==> config.mk <==
export PLATFORM = sky130hd
export DESIGN_NAME = adjust_mode_controller
export DESIGN_NICKNAME = d
export VERILOG_FILES = /design/src/rtl/adjust_mode_controller.sv
export SDC_FILE = /design/constraint.sdc
export NUM_CORES = 1
export LEC_CHECK = 0
export ABC_AREA = 1
export CELL_PAD_IN_SITES_DETAIL_PLACEMENT = 0
export CELL_PAD_IN_SITES_GLOBAL_PLACEMENT = 1
export CORE_UTILIZATION = 30
export CTS_CLUSTER_DIAMETER = 50
export DETAILED_ROUTE_END_ITERATION = 10
export GPL_TIMING_DRIVEN = 1
export PLACE_DENSITY_LB_ADDON = 0.1
export SLEW_MARGIN = 40
export SYNTH_ARGS = -nofsm -noshare
export SYNTH_HDL_FRONTEND = slang
export SYNTH_SLANG_ARGS = --single-unit
==> constraint.sdc <==
create_clock -name clk -period 1 [get_ports clk]
set_clock_uncertainty 0.1 [all_clocks]
set_input_delay 0.2 -clock clk [delete_from_list [all_inputs] [get_ports clk]]
set_output_delay 0.2 -clock clk [all_outputs]
set_load 0.1 [all_outputs]
==> src/rtl/adjust_mode_controller.sv <==
// Time-adjust sequencing FSM: synchronises the next/increment pins, steps focus
// hours->minutes->seconds and strobes the adjust/timer load lines. Optional ADJUST_TIMEOUT_EN.
module adjust_mode_controller #(
  parameter int unsigned TIMEOUT_TICKS = 10,
  parameter int unsigned SYNC_STAGES   = 2
) (
  input  logic       clk,
  input  logic       reset_n,
  input  logic       adjustment_next,
  input  logic       adjustment_increment,
  input  logic       tick_1hz,
  output logic [2:0] adjust_mode,
  output logic       select_adjust,
  output logic       adjust_load,
  output logic       timer_load
);

  typedef enum logic [2:0] {
    IDLE   = 3'd0,
    ADJ_H  = 3'd1,
    ADJ_M  = 3'd2,
    ADJ_S  = 3'd3,
    COMMIT = 3'd4
  } state_t;

  localparam int unsigned LAST = SYNC_STAGES - 1;

  state_t state_q, state_d;

  logic [SYNC_STAGES-1:0] next_sync, inc_sync;
  logic                   next_dly, inc_dly;
  logic                   next_edge, inc_edge, inc_level, activity;
  logic                   in_adj, timeout;

  logic [2:0] adjust_mode_d;
  logic       select_adjust_d, adjust_load_d, timer_load_d;

  // Input synchronisers plus one delayed copy of the last stage for edge detect
  always_ff @(posedge clk or negedge reset_n) begin
    if (!reset_n) begin
      next_sync <= '0;
      inc_sync  <= '0;
      next_dly  <= 1'b0;
      inc_dly   <= 1'b0;
    end else begin
      next_sync <= {next_sync[SYNC_STAGES-2:0], adjustment_next};
      inc_sync  <= {inc_sync[SYNC_STAGES-2:0], adjustment_increment};
      next_dly  <= next_sync[LAST];
      inc_dly   <= inc_sync[LAST];
    end
  end

  assign next_edge = next_sync[LAST] & ~next_dly;
  assign inc_level = inc_sync[LAST];
  assign inc_edge  = inc_sync[LAST] & ~inc_dly;
  assign activity  = next_edge | inc_edge | inc_level;
  assign in_adj    = (state_q == ADJ_H) || (state_q == ADJ_M) || (state_q == ADJ_S);

`ifdef ADJUST_TIMEOUT_EN
  localparam int unsigned     CNT_W   = $clog2(TIMEOUT_TICKS + 1);
  localparam logic [CNT_W-1:0] CNT_MAX = CNT_W'(TIMEOUT_TICKS);

  logic [CNT_W-1:0] cnt_q, cnt_d;
  logic             adj_next;

  assign timeout  = in_adj && (cnt_q == CNT_MAX) && !activity;
  assign adj_next = (state_d == ADJ_H) || (state_d == ADJ_M) || (state_d == ADJ_S);

  // Inactivity counter: restarts on ADJ_H entry or activity, saturates at the limit
  always_comb begin
    cnt_d = cnt_q;
    if (!adj_next || (state_q == IDLE) || activity) begin
      cnt_d = '0;
    end else if (tick_1hz && (cnt_q != CNT_MAX)) begin
      cnt_d = cnt_q + CNT_W'(1);
    end
  end

  always_ff @(posedge clk or negedge reset_n) begin
    if (!reset_n) begin
      cnt_q <= '0;
    end else begin
      cnt_q <= cnt_d;
    end
  end
`else
  logic unused_cfg;

  assign timeout    = 1'b0;
  assign unused_cfg = tick_1hz ^ (^TIMEOUT_TICKS);
`endif

  // Next state and next registered output values
  always_comb begin
    state_d       = state_q;
    adjust_load_d = 1'b0;
    timer_load_d  = 1'b0;
    case (state_q)
      IDLE: begin
        if (next_edge) begin
          state_d       = ADJ_H;
          adjust_load_d = 1'b1;
        end
      end
      ADJ_H: begin
        if (next_edge)    state_d = ADJ_M;
        else if (timeout) state_d = IDLE;
      end
      ADJ_M: begin
        if (next_edge)    state_d = ADJ_S;
        else if (timeout) state_d = IDLE;
      end
      ADJ_S: begin
        if (next_edge) begin
          state_d      = COMMIT;
          timer_load_d = 1'b1;
        end else if (timeout) begin
          state_d = IDLE;
        end
      end
      COMMIT:  state_d = IDLE;
      default: state_d = IDLE;
    endcase

    adjust_mode_d = 3'b000;
    case (state_d)
      ADJ_H:   adjust_mode_d = 3'b100;
      ADJ_M:   adjust_mode_d = 3'b010;
      ADJ_S:   adjust_mode_d = 3'b001;
      default: adjust_mode_d = 3'b000;
    endcase
    // COMMIT keeps the adjust register on the display for its single cycle
    select_adjust_d = (state_d != IDLE);
  end

  always_ff @(posedge clk or negedge reset_n) begin
    if (!reset_n) begin
      state_q       <= IDLE;
      adjust_mode   <= 3'b000;
      select_adjust <= 1'b0;
      adjust_load   <= 1'b0;
      timer_load    <= 1'b0;
    end else begin
      state_q       <= state_d;
      adjust_mode   <= adjust_mode_d;
      select_adjust <= select_adjust_d;
      adjust_load   <= adjust_load_d;
      timer_load    <= timer_load_d;
    end
  end

endmodule

==> run summary <==
At the pin with the least slew margin, the transition time is 0.1596 ns. The number of placed instances, taps included was 64; the width of the die was 40.04 um. Across all hold checks on the routed design, the worst slack comes to 0.1577 ns. Buffers placed on the I/O ports in this run total 8. The cell count after synthesis is 37, and the highest attainable clock frequency is 870.4 MHz.

In this run, the combinational gates consume 54.7% of the power. The post-CTS setup repair buffer count came out at 0. Setup repair after global routing could not meet its margin everywhere.

For the worst-skew pair, the clock arrives at the later sink with an insertion delay of 0.26 ns. The proportion of total power due to net switching works out to 46.20%. After detailed placement, the total cell area comes to 643.1 sq um. The congestion estimate from routability-driven global placement came to 0.8383. The first global-routing pass estimated 1110 um of wire. The number of DRC violations after detailed-routing iteration 0 was 4.

Number of max-cap violations: 0. The cell count of the worst reg-to-reg path works out to 6. The flow ran to the end, but the final reports show violations.

For this design the static power due to leakage is 0.3328 nW. Summed over all instances, the cell type with the most area after synthesis is sky130_fd_sc_hd__dfrtp_1. The tools report the warning count from the yosys run as 0. The power density over the cells came out at 3544 nW/um^2. Registers are responsible for 30.6% of the overall power.

Each instance of the synthesized netlist takes up on average 11.73 sq um. Measured along the y axis, the die boundary spans 40.04 um. Slowest stage cell on the critical path: sky130_fd_sc_hd__dfrtp_2.

STA puts the critical path data required time at 0.70 ns. The critical register-to-register path startpoint was next_dly. IR analysis of the VDD net gives a maximum drop of 1167 uV.

The post-layout minimum cycle time came out at 1.149 ns. The final count of hold timing violations is 0, and the mean routed wirelength per cell is 10.26 um. The number of top-level design ports came out at 11. Setup violations remaining at the end of the flow were counted as 7.

The worst setup path is captured at a primary output. The clock root buffer is sky130_fd_sc_hd__clkbuf_4. Ranked by total cell area, the synthesized netlist is headed by sky130_fd_sc_hd__dfrtp_1 (69%), sky130_fd_sc_hd__nand4_1 (5.8%), sky130_fd_sc_hd__nand2_2 (4.3%). The worst setup path is launched from a flip-flop. The min-delay analysis places its worst path in the category in2async. The signal on the critical path passes through buf_12.

In the synthesized netlist the async set-or-reset flop fraction comes to 100.0%. The worst setup path is of the reg2out kind. The H-tree depth is 1. The checks that failed: negative setup slack.

Summing every instance area after synthesis gives 434.2 sq um. The combined buffer and inverter count along the critical path is 1, and the standard-cell row count is 13. The total global-route track usage was 11.44%; the number of enable-type register cells in the synthesized netlist was 0. Once the floorplan was initialized, standard cells occupied 32.95% of the core.

The tools report the number of diodes added for antenna fixing as 0. Summed over its instances, the top area cell type makes up 69.16% of the synthesized netlist area. The total overflow left after global routing is 0. The endpoint of the worst-slack reg-to-reg timing path was adjust_mode[1].

The maximum net fanout on the critical path was 1. The worst register-to-register path has a setup slack of -0.01 ns. Synthesis instantiated 14 different standard cells from the library. Fill cells in the final layout number 104. The initial antenna violation count came out at 0.

For this run, the leading register cell type out of synthesis is sky130_fd_sc_hd__dfrtp_1. The clock passes through at most 2 buffers. In this run, synthesis produced a sequential element count of 12. In the finished design, the share of the clock period the worst path needs comes to 114.9%.

The logs give 303 for the detailed-route via count and 0 for the max-slew violation count. The net count of the finished layout is 59. The aggregate routed wire length is 698 um, and the signed area change from the synthesized netlist to the final layout is 62.25%. The tools report the overall die area as 1603 sq um. Entering global routing, the biggest net connects 13 pins. The count of clock tree sinks was 12. Once layout is complete, the cells apart from fillers number 68.

Final standard cell area without fillers: 704.4 sq um. The internal power of the cells totals 0.001343 W. The post-detailed-route count of antenna-violating nets is 0, and the share of final-layout standard cells stronger than drive strength 1 is 66.04%. The core region area was 1318 sq um; the clock slew at the register clock pins of the worst setup and hold paths was 0.07 ns.

The HPWL after detailed placement is 532.3 um. The switching power is 0.001153 W. Among all cell types in the netlist, the one instantiated most often is sky130_fd_sc_hd__dfrtp_1.

Using the TritonRoute via totals, the vias-per-cell ratio works out to 4.456. By count the netlist is led by sky130_fd_sc_hd__dfrtp_1 (12), sky130_fd_sc_hd__nand4_1 (4), sky130_fd_sc_hd__inv_2 (3), sky130_fd_sc_hd__nand2_2 (3), sky130_fd_sc_hd__nor2_1 (3). For the CTS buffer count, the log shows 3.

The largest single stage delay on the critical path is 0.42 ns. For this run, design rule violations remaining after detail routing come to 0. The via count of the first global-routing pass came out at 286.

TritonCTS built the clock tree. Sequential elements use 69.16% of the synthesized area. The first TritonRoute pass finished after 3 iterations. STA puts the critical path data arrival time at 0.85 ns.

The tools report the post-layout worst setup margin as -0.1489 ns. The clock network burns 14.7% of the power. The kind of cell with the highest combined delay along the critical path is flip-flops. In this run the tightest slew margin relative to its limit is 89.33%.

The net count after synthesis is 42.
placed cells by master, fill, tap and decap left out, drive strengths merged:
master,netlist,routed
nand4,4,4
inv,5,5
buf,0,10
dfrtp,12,12
a31oi,1,1
clkbuf,0,4
clkinv,1,1
nand3,3,3
nor2,5,5
clkdlybuf4s50,0,2
nand2,5,5
o21ai,1,1
layout make-up:
class | count | area, sq um | area share (%)
Timing Repair Buffer | 12 | 186.4 | 26.47
Sequential cell | 12 | 309.0 | 43.87
Tap cell | 15 | 18.77 | 2.664
Inverter | 6 | 23.77 | 3.375
Clock buffer | 4 | 36.28 | 5.151
Multi-Input combinational cell | 19 | 130.1 | 18.47
routing by layer:
metal | global-route usage [%] | vias up | wire length (um)
met3 | 5.000 | 0 | 36
met4 | 7.759 | 0 | 0
met1 | 11.43 | 144 | 280
li1 | - | 152 | -
met5 | 0 | - | 0
met2 | 18.95 | 7 | 381
registers in the layout (all words and copies together) (netlist names):
name           cells
state_q            3
adjust_mode        3
select_adjust      1
next_dly           1
next_sync          2
timer_load         1
adjust_load        1
power by group through the flow:
stage	clock (W)	combinational, W	sequential [W]
after floorplan	0	0.000242	0.00134
final	0.000367	0.00136	0.000765
after global placement	0	0.00133	0.000764
after detailed placement	0	0.00134	0.000768
after global routing	0.000406	0.00144	0.000784
after CTS	0.000378	0.00134	0.000762
kinds of logic (layout without fill, tap and decap cells):
logic type / count (synthesis) / in the layout / share of synthesized area, %
simple gates: 17 / 17 / 23.06
compound gates: 2 / 2 / 2.593
buf+inv: 6 / 22 / 5.187
flops: 12 / 12 / 69.16
what timing repair did:
action                     4_1_cts  5_1_grt
setup endpoints to repair        7       11
pin swaps                        0        1
gates resized for setup          4        4
hold buffers                     0        0
how the worst max path moves through the flow:
stage,from,endpoint,cells past startpoint,slack (ns)
after floorplan,state_q[0],adjust_mode[1],4,0.03
after global placement,state_q[0],adjust_mode[1],4,-0.008
after detailed placement,state_q[0],adjust_mode[1],4,-0.02
after CTS,adjust_load,adjust_load,1,-0.16
after global routing,select_adjust,select_adjust,1,-0.19
final,adjust_load,adjust_load,1,-0.15
per-stage QoR:
| step | power [W] | setup slack (ns) | TNS (ns) | utilization, % |
|---|---|---|---|---|
| 2_1_floorplan | 0.001579 | 0.02597 | 0 | - |
| 3_3_place_gp | 0.002095 | -0.008243 | -0.008243 | 48.81 |
| 3_5_place_dp | 0.002105 | -0.02159 | -0.02159 | 48.81 |
| 4_1_cts | 0.002483 | -0.1614 | -0.9237 | 52.52 |
| 5_1_grt | 0.002632 | -0.1863 | -1.203 | 53.47 |
| 6_report | 0.002497 | -0.1489 | -0.8739 | 53.47 |
Power figures use the tool's default switching activity.
